## src/rtl/mux8_rr_arbiter.sv

```systemverilog
// Round-robin arbiter that owns the select lines of a shared 8:1 mux.
// Each grant is bounded to MAX_HOLD cycles and is followed by a single idle bubble.
module mux8_rr_arbiter #(
    parameter int MAX_HOLD = 4,
    parameter int HOLD_W   = 4
) (
    input  logic       clk,
    input  logic       rst_n,
    input  logic [7:0] req,
    input  logic       done,
    input  logic [7:0] I,
    output logic [7:0] grant,
    output logic       valid,
    output logic       S2,
    output logic       S1,
    output logic       S0,
    output logic       Y
);

    typedef enum logic [0:0] {
        IDLE  = 1'b0,
        GRANT = 1'b1
    } state_t;

    state_t              state_r;
    state_t              state_nxt_s;
    logic [2:0]          ptr_r;
    logic [2:0]          ptr_nxt_s;
    logic [HOLD_W-1:0]   hold_cnt_r;
    logic [HOLD_W-1:0]   hold_nxt_s;
    logic [7:0]          grant_nxt_s;
    logic                valid_nxt_s;
    logic [2:0]          sel_s;
    logic [2:0]          sel_nxt_s;
    logic                y_nxt_s;
    logic [2:0]          win_idx_s;
    logic                win_found_s;
    logic                release_s;

    assign sel_s = {S2, S1, S0};

    // Rotating priority scan: walking offsets from far to near leaves the nearest requester.
    always_comb begin
        win_idx_s   = 3'd0;
        win_found_s = 1'b0;
        for (int k = 7; k >= 0; k--) begin
            win_idx_s   = req[ptr_r + 3'(k)] ? (ptr_r + 3'(k)) : win_idx_s;
            win_found_s = win_found_s | req[ptr_r + 3'(k)];
        end
    end

    // Grant ends on explicit release, when the owner withdraws, or when its hold budget runs out.
    always_comb begin
        release_s = done | ~req[sel_s] | (hold_cnt_r == HOLD_W'(MAX_HOLD - 1));
    end

    // Next-state and next-output logic for the two-state arbiter.
    always_comb begin
        state_nxt_s = state_r;
        ptr_nxt_s   = ptr_r;
        hold_nxt_s  = hold_cnt_r;
        grant_nxt_s = grant;
        valid_nxt_s = valid;
        sel_nxt_s   = sel_s;
        y_nxt_s     = 1'b0;
        case (state_r)
            IDLE: begin
                grant_nxt_s = 8'h00;
                valid_nxt_s = 1'b0;
                if (win_found_s) begin
                    state_nxt_s = GRANT;
                    grant_nxt_s = 8'h01 << win_idx_s;
                    sel_nxt_s   = win_idx_s;
                    valid_nxt_s = 1'b1;
                    hold_nxt_s  = {HOLD_W{1'b0}};
                end else begin
                    state_nxt_s = IDLE;
                end
            end
            GRANT: begin
                if (release_s) begin
                    state_nxt_s = IDLE;
                    grant_nxt_s = 8'h00;
                    valid_nxt_s = 1'b0;
                    ptr_nxt_s   = sel_s + 3'd1;
                end else begin
                    hold_nxt_s  = hold_cnt_r + HOLD_W'(1);
                    y_nxt_s     = I[sel_s];
                end
            end
            default: begin
                state_nxt_s = IDLE;
                grant_nxt_s = 8'h00;
                valid_nxt_s = 1'b0;
                hold_nxt_s  = {HOLD_W{1'b0}};
            end
        endcase
    end

    // State and output registers with synchronous active-low reset.
    always_ff @(posedge clk) begin
        if (!rst_n) begin
            state_r      <= IDLE;
            ptr_r        <= 3'd0;
            hold_cnt_r   <= {HOLD_W{1'b0}};
            grant        <= 8'h00;
            valid        <= 1'b0;
            {S2, S1, S0} <= 3'b000;
            Y            <= 1'b0;
        end else begin
            state_r      <= state_nxt_s;
            ptr_r        <= ptr_nxt_s;
            hold_cnt_r   <= hold_nxt_s;
            grant        <= grant_nxt_s;
            valid        <= valid_nxt_s;
            {S2, S1, S0} <= sel_nxt_s;
            Y            <= y_nxt_s;
        end
    end

endmodule

```

## config.mk

```make
export PLATFORM = sky130hd
export DESIGN_NAME = mux8_rr_arbiter
export DESIGN_NICKNAME = d
export VERILOG_FILES = /design/src/rtl/mux8_rr_arbiter.sv
export SDC_FILE = /design/constraint.sdc
export NUM_CORES = 1
export LEC_CHECK = 0
export ABC_AREA = 1
export ABC_CLOCK_PERIOD_IN_PS = 3200
export BUFFER_PORTS_ARGS = -buffer_cell sky130_fd_sc_hd__buf_2
export CAP_MARGIN = 40
export CORE_MARGIN = 5
export CORE_UTILIZATION = 25
export DETAILED_ROUTE_END_ITERATION = 7
export GPL_TIMING_DRIVEN = 0
export SKIP_LAST_GASP = 1
export SYNTH_ARGS = -nofsm -noshare
export SYNTH_HDL_FRONTEND = slang
export SYNTH_SLANG_ARGS = --single-unit
export TNS_END_PERCENT = 10
```

## constraint.sdc

```tcl
create_clock -name clk -period 3.2 [get_ports clk]
set_clock_uncertainty 0.15 [all_clocks]
set_input_delay 0.64 -clock clk [delete_from_list [all_inputs] [get_ports clk]]
set_output_delay 0.64 -clock clk [all_outputs]
set_load 0.03 [all_outputs]
```

After elaboration in Yosys (flattened, before gate mapping)
Cells that the tools add are included. W data, S select, Z words.

Add/sub/neg operators: 9. Order comparisons: 9. Equal/unequal tests: 4. Shift-type cells: 1. Multiplexer cells: 39. Bitwise gates (word level): 12. Reductions and logical operators: 4.

Operators with widths (count): $lt A3 B4 Y1 const B (9); $bmux W1 S3 (10); $mux W3 (8); $mux W8 (2); $pmux W8 S2 (1); $mux W1 (13); $add A3 B3 Y3 const B (4); $or A1 B1 Y1 (9); $mux W4 (2); $pmux W4 S2 (1); $shl A1 B3 Y8 const A (1); $add A3 B1 Y3 const B (2); $add A3 B2 Y3 const B (2); $reduce_and A2 Y1 (3); $add A4 B1 Y4 const B (1); $eq A4 B2 Y1 const B (1); $ne A2 B2 Y1 const B (2); $pmux W1 S2 (2); $not A1 Y1 (3); $reduce_or A3 Y1 (1); $ne A2 B1 Y1 const B (1).

Bits in registers: 21. Input bits: 19. Output and inout bits: 13. Word-level logic and storage cells: 87.

Longest topological paths before layout
Gate-level depths: netlist of the first run.

Word-level depth: 14. Gate-level depth with buffers: 21. Mapped depth without buffers: 20.

Worst setup path after synthesis of the first run
Ideal clock, no wire load.

Kind: reg2reg. Start: register ptr_r[1]. End: register hold_cnt_r[3]. Setup time: 117 ps. Arrival: 2114 ps. Data required time: 2933 ps. Setup slack: 819 ps. Cell stages (with the launch flop): 16. Buffers on the path: 2. Period minus slack after synthesis: 2381 ps. Cells stage by stage: dfxtp_1 buf_2 inv_4 ha_1 buf_2 inv_1 nand3_1 nand3_1 nand2_1 inv_2 nand4_1 o21bai_2 nand2_2 nand4_1 xor2_1 nor2_1.

Longest elaborated chain between the ends: 12. Elaborated cells between the ends (all ways): 32. Classes of those cells: add/sub: 7; eq/ne: 1; mux: 16; bitwise: 7; reduce/logical: 1.

Ends and longest elaborated chain: start, declared (RTL line 27) `logic [2:0] ptr_r;`; start signal, assigned (RTL line 112) `ptr_r <= ptr_nxt_s;`; $add A3 B3 Y3 (RTL line 48) `win_found_s = win_found_s | req[ptr_r + 3'(k)];`; $bmux W1 S3 (RTL line 48); $mux W1 (implied by the code) (RTL line 48); $or A1 B1 Y1 (6 in series) (RTL line 48); $or A1 B1 Y1 * (RTL line 48); $ne A2 B2 Y1 (no line) *; $reduce_and A2 Y1 (no line) *; end signal, assigned (RTL line 105) `hold_cnt_r <= {HOLD_W{1'b0}};`; end signal, assigned (RTL line 113) `hold_cnt_r <= hold_nxt_s;`; end, declared (RTL line 29) `logic [HOLD_W-1:0] hold_cnt_r;`.

Mark *: on every way between the ends. The rest lies on a longest branch, timed or not. The select of a mux whose other input is x is not followed. A chain may end at the register's enable or synchronous reset.

Worst setup path after layout of the first run
Same ends and word-level chain as after synthesis.

==> results by group, run 1 <==
CTS
  – Clock Path Buffers: 2
  – Clock sinks: 21
  – H-tree depth: 1
  – Clock Latency Late Sink: ~0.26 ns
  – Post-CTS Setup Bufs: 0
  – Register clock-pin slew on the reported worst setup and hold paths: 0.08 ns
  – TritonCTS clock tree: built
  – CTS Buf Count: 3
  – Post-CTS Hold Buffers: 0
  – CTS resizes: 0
  – Clk root buf: clkbuf_8

Flow run
  – Max Cap Viol: 0

Timing
  – Crit path time final: 2.749 ns
  – Final worst-path cycle share: between 80% and 90%
  – F_max: around 360 MHz
  – Setup-failing EPs final: 0
  – Max-slew headroom: 72.39%
  – RSZ-0062 raised after global routing: false
  – Final setup TNS: 0 ns
  – Slew at the pin with the worst max-slew slack: slightly above 0.4 ns
  – Hold violation count in the final report: 0
  – Slew Limit Fails: 0

Synth
  – Seq/Total Area, Yosys: 26.46%
  – Synth area leader: dfxtp_1
  – FF+latch count, synth: 21
  – Top cells by area, synth: dfxtp_1 26%, nand2_1 20%, nand3_1 11%
  – Distinct cells, synth: 27
  – Syn Inst Count: 262
  – Net Count, Synth: 285
  – Yosys Warn Count: 0
  – Syn avg cell area: 6.065 um^2
  – Mapped Area: between 1500 and 2000 um^2
  – Yosys top cell area share: 26.46%

Final layout
  – Fillers: just under 700
  – Register area: 420.4 um^2
  – Post-layout net count: 321
  – Final instance area: 1887 um^2
  – Fraction of final layout cells sized beyond drive strength 1: 22.56%
  – Area Overhead vs Synth: 18.74%
  – Final Non-Filler Cells: 374
  – Multi-input logic area: 1020 um^2
  – # diodes: 0

Outcome
  – Outcome: finished clean

Power and ir drop
  – Comb power frac: 67.0%
  – Leak: between 0.0009 and 0.001 uW
  – P_sw: 864.8 uW
  – Maximum VDD drop: roughly 330 uV
  – Switching Fraction: 53.71%
  – Clock share of power: 10.7%
  – Int Pwr: 745.3 uW
  – Cell Pwr Density: 853.4 nW/um^2
  – Part of the power in registers: 22.3%

Placed design
  – IO Port Bufs: 31
  – Final HPWL DP: 3510 um
  – Placed Cells incl. Taps: 370
  – GPL Wtd Cong: 0.8184
  – Placed cell area: 1841 um^2

Hold path
  – Worst hold path class: reg -> reg

Drt
  – DRC viols: 0
  – DR iter-0 viols: between 50 and 60
  – Drt first pass iters: 4
  – DRT antenna net count: 0
  – Wire length per cell: 11.39 um
  – Final WL: approximately 4300 um
  – Vias per cell: 4.698
  – Vias post-DR: 1,757

Floorplan
  – Die area: 8051 um^2
  – Io pins: 32
  – CORE AREA: around 6300 um^2
  – Initial Util: 25.31%
  – Height of the chip: 89.73 um
  – Row cnt: 29
  – Chip width: about 90 um

Critical path
  – Worst setup SP type: flip-flop
  – Crit end category: flip-flop
  – Crit Path Class: reg -> reg
  – Worst EP required: around 3.2 ns
  – Crit Path Max Fanout: 10
  – Worst EP arrival: 2.75 ns

GRT
  – First-pass GRT wire length: 7327 um
  – Congestion Overflow GR: 0
  – Antenna violations before repair: 0
  – Vias in the first global route: approximately 1,600
  – Total GRT Usage: between 10% and 20%
  – Pin count of the biggest net entering global routing: 13
==> worst max-delay path, cell delays in order (launching register included) <==
cell      delay (ns)
dfxtp_1         0.33
buf_2           0.20
inv_4           0.09
ha_1            0.27
buf_2           0.17
inv_1           0.15
nand3_1         0.16
nand3_2         0.12
nand2_2         0.07
inv_2           0.08
nand4_1         0.11
o21bai_2        0.29
nand2_2         0.13
nand4_1         0.12
xor2_1          0.15
nor2_1          0.05
==> placed cells by master, fill, tap and decap left out, types with 2 or more instances in the layout <==
cell,Yosys,layout
ha_1,4,4
inv_2,10,10
clkbuf_8,0,3
buf_2,3,34
inv_1,20,20
dfxtp_1,21,21
nand3_2,6,6
o221ai_1,2,2
a211oi_1,2,2
a21oi_1,21,21
nand2_1,85,85
nor2_1,15,15
nand4_1,3,3
nand3_1,35,35
xor2_1,2,2
o22ai_1,3,3
o21ai_0,12,12
nand2_2,8,8
==> synth_stat cells (all sizes together) <==
master  count
o221ai      2
o22ai       3
o21ai      12
o21bai      1
clkbuf      1
nand2      93
inv        31
nand4       3
buf         4
a211oi      2
nand3      41
nor3        2
o21a        1
clkinv      1
and3        1
dfxtp      21
xor2        2
a21oi      22
ha          4
nor2       15
==> worst paths after layout <==
kind | from | slack (ns) | to | depth (start not counted)
max | ptr_r[1] | 0.45 | hold_cnt_r[3] | 15
min | grant[5] | 0.32 | grant[5] | 2
max reg2reg | ptr_r[1] | 0.45 | hold_cnt_r[3] | 15
min reg2reg | grant[5] | 0.32 | grant[5] | 2
==> logic make-up after synthesis <==
| group | synth area share (%) |
|---|---|
| flip-flops | 26.46 |
| XOR/XNOR | 1.103 |
| adder cells (fa/ha/maj) | 3.150 |
| AND/OR/NAND/NOR | 44.09 |
| AO/OA/AOI/OAI | 15.83 |
| buffers and inverters | 9.370 |
==> layout make-up <==
class	instances	share of cell area [%]
clock inverters	1	0.2653
plain buffers	5	1.393
multi-input cells	204	54.05
repair buffers	31	8.223
well taps	77	5.106
flip-flops and latches	21	22.28
clock buffers	3	2.188
inverters	32	6.499
==> registers in the layout (all words and copies together), names as in the netlist <==
name        count
state_r         1
grant           8
S2              1
hold_cnt_r      4
S0              1
ptr_r           3
Y               1
valid           1
S1              1
==> per-stage QoR <==
step / power, uW / setup WS [ns] / util [%] / hold WS [ns]
floorplan: 1211 / 0.8192 / - / 0.2976
global placement: 1437 / 0.4671 / 29.32 / 0.3065
detailed placement: 1450 / 0.4609 / 29.32 / 0.3052
CTS: 1627 / 0.4438 / 30.06 / 0.3177
global route: 1807 / 0.1677 / 30.06 / 0.3313
finish: 1610 / 0.4513 / 30.06 / 0.3162
==> power by group through the flow <==
stage | Combinational, uW | Sequential, uW | Clock [uW]
floorplan | 772 | 439 | 0
global placement | 1070 | 367 | 0
detailed placement | 1080 | 367 | 0
CTS | 1090 | 360 | 179
global route | 1240 | 370 | 192
finish | 1080 | 359 | 173
==> per-layer routing <==
metal	wire (um)	share of wire [%]	track usage, %	vias to the layer above
met1	1932	45	12.80	775
met4	133	3.1	4.786	0
li1	-	-	-	932
met5	0	0	0	-
met3	136	3.2	1.336	14
met2	2057	48	18.35	36
No activity file was read; power rests on OpenSTA's default activity.
==> inputs of run 2 (changes only) <==
--- a/config.mk
+++ b/config.mk
@@ -10,9 +10,10 @@
 export BUFFER_PORTS_ARGS = -buffer_cell sky130_fd_sc_hd__buf_2
 export CAP_MARGIN = 40
 export CORE_MARGIN = 5
-export CORE_UTILIZATION = 25
+export CORE_UTILIZATION = 50
 export DETAILED_ROUTE_END_ITERATION = 7
 export GPL_TIMING_DRIVEN = 0
+export PLACE_DENSITY = 0.74
 export SKIP_LAST_GASP = 1
 export SYNTH_ARGS = -nofsm -noshare
 export SYNTH_HDL_FRONTEND = slang
==> results by group, run 2 (synthesis results as in run 1) <==
Final layout
  – Post-layout net count: 321 (unchanged)
  – Final Non-Filler Cells: 341 (-8.8%)
  – Most frequent cells in the layout: 85 x nand2_1, 35 x nand3_1, 34 x buf_2
  – # diodes: 0 (unchanged)
  – Final design utilization: 59.84% (+30 points)
  – Largest Register: grant
  – Leading registers by flop count: grant x8, hold_cnt_r x4, ptr_r x3
  – Fraction of final layout cells sized beyond drive strength 1: 22.56% (unchanged)
  – Commonest non-fill, non-tap cell in the layout: nand2_1
  – Max FFs per register: 8 (unchanged)
  – Area Overhead vs Synth: 14.96%

Floorplan
  – Chip width: 66.38 um (-26%)
  – CORE AREA: 3053 um^2 (-51%)
  – Initial Util: 52.05% (+27 points)
  – Row cnt: 20 (-31%)
  – Height of the chip: 66.38 um (-26%)
  – Die area: 4406 um^2 (-45%)
  – Io pins: 32 (unchanged)

Drt
  – Vias post-DR: 1,735 (-1.3%)
  – Wire length per cell: 11.35 um (-0.37%)
  – Final WL: 3869 um (-9.2%)
  – Vias per cell: 5.088 (+8.3%)
  – Drt first pass iters: 4 (unchanged)
  – DR iter-0 viols: 109 (+110%)
  – DRT antenna net count: 0 (unchanged)
  – DRC viols: 0 (unchanged)

Timing
  – Final WS setup: 0.4485 ns (-0.002751 ns)
  – F_max: 363.4 MHz (-0.10%)
  – Crit path time final: 2.751 ns (+0.002751 ns)
  – Max-slew headroom: 70.36% (-2.0 points)
  – Slew at the pin with the worst max-slew slack: 0.4446 ns (+0.03041 ns)
  – Final worst-path cycle share: 85.98% (+0.086 points)
  – Final setup TNS: 0 ns (unchanged)
  – Slew Limit Fails: 0 (unchanged)
  – Setup-failing EPs final: 0 (unchanged)
  – Hold slack final: 0.3164 ns (+0.0002260 ns)
  – RSZ-0062 raised after global routing: false
  – Hold violation count in the final report: 0 (unchanged)

Hold path
  – Hold wc startpoint: grant[3]
  – WHS Path Cells: 2 (unchanged)
  – Worst hold path class: reg -> reg
  – Hold path endpoint: grant[3]

Critical path
  – Reg-to-reg endpoint: hold_cnt_r[3]
  – Worst EP required: 3.25 ns (+0.05 ns)
  – Setup crit start: ptr_r[1]
  – Worst Path Buf+Inv: 5 (unchanged)
  – Worst reg-to-reg path cell count: 15 (unchanged)
  – Crit Path Max Fanout: 10 (unchanged)
  – R2r setup slk: 0.45 ns (about the same)
  – Worst setup SP type: flip-flop
  – Worst EP arrival: 2.80 ns (+0.05 ns)
  – FF-to-FF Start: ptr_r[1]
  – Crit path max-delay family: simple AND/OR/NAND/NOR gates
  – CP Cell Sequence: buf_2 -> inv_4 -> ha_1 -> buf_2 -> inv_1 -> nand3_1 -> nand3_2 -> nand2_1 -> inv_2 -> nand4_1 -> o21bai_2 -> nand2_2 -> nand4_1 -> xor2_1 -> nor2_1
  – Crit Path Class: reg -> reg
  – Largest stage delay on the critical path: 0.35 ns (+0.02 ns)
  – Slowest CP cell: dfxtp_1
  – Crit end category: flip-flop

CTS
  – CTS resizes: 0 (unchanged)
  – Clock Latency Late Sink: 0.30 ns (+0.04 ns)
  – Clock sinks: 21 (unchanged)
  – TritonCTS clock tree: built
  – Post-CTS Setup Bufs: 0 (unchanged)
  – Post-CTS Hold Buffers: 0 (unchanged)
  – Clk root buf: clkbuf_4
  – CTS Buf Count: 3 (unchanged)
  – Register clock-pin slew on the reported worst setup and hold paths: 0.11 ns (+0.03 ns)
  – Clock Path Buffers: 2 (unchanged)
  – H-tree depth: 1 (unchanged)

Placed design
  – Final HPWL DP: 3214 um (-8.4%)
  – IO Port Bufs: 31 (unchanged)
  – GPL Wtd Cong: 0.9035 (+10%)
  – Dpl ws: 0.4733 ns (+0.01243 ns)
  – Placed Cells incl. Taps: 337 (-8.9%)

Power and ir drop
  – Leak: 0.0009550 uW (-0.81%)
  – Cell Pwr Density: 848.7 nW/um^2 (-0.54%)
  – Maximum VDD drop: 480.1 uV (+45%)

GRT
  – Vias in the first global route: 1,545 (-5.8%)
  – First-pass GRT wire length: 6727 um (-8.2%)
  – Antenna violations before repair: 0 (unchanged)
  – Pin count of the biggest net entering global routing: 13 (unchanged)
  – Congestion Overflow GR: 0 (unchanged)
  – Total GRT Usage: 18.98% (+8.4 points)

Outcome
  – Outcome: finished clean

Flow run
  – Max Cap Viol: 0 (unchanged)
[run 2: routing by layer]
| layer | vias to the layer above | routed length, um | GRT usage, % |
|---|---|---|---|
| li1 | 938 | - | - |
| met1 | 764 | 1845 | 24.97 |
| met2 | 27 | 1878 | 32.34 |
| met3 | 6 | 88 | 1.871 |
| met4 | 0 | 55 | 5.838 |
| met5 | - | 0 | 0 |
[run 2: through the flow]
| stage | area (um^2) | total power [uW] |
|---|---|---|
| 6_report | 1827 | 1550 |
| 5_1_grt | 1827 | 1726 |
| 4_1_cts | 1827 | 1555 |
| 3_5_place_dp | 1799 | 1430 |
| 3_3_place_gp | 1799 | 1414 |
| 2_1_floorplan | 1589 | 1211 |
[run 2: tightest hold or removal path: stages (launching register included)]
cell	delay, ns
dfxtp_1	0.32
nand2_1	0.05
a21oi_1	0.05
[run 2: power breakdown]
part           total [uW]  switching [uW]  internal, uW  leakage (uW)
registers             359            43.3           316      0.000172
logic                1070             724           343      0.000766
clock network         125            78.1          46.6     0.0000177
[run 2: worst max path at each step]
stage	slack (ns)	cells past startpoint	end
after floorplan	0.82	15	hold_cnt_r[3]
final	0.45	15	hold_cnt_r[3]
after global placement	0.50	15	hold_cnt_r[3]
after detailed placement	0.47	15	hold_cnt_r[3]
after CTS	0.46	15	hold_cnt_r[3]
after global routing	0.18	15	hold_cnt_r[3]
[run 2: cell type report]
cell class                 instances  area [um^2]
inverter                          32        122.6
clock inverter                     1        5.005
clock buffer                       3        22.52
fill                             348         1226
multi-input combinational        204         1020
tap                               44        55.05
sequential                        21        420.4
buffer                             5        26.28
timing repair buffer              31        155.1
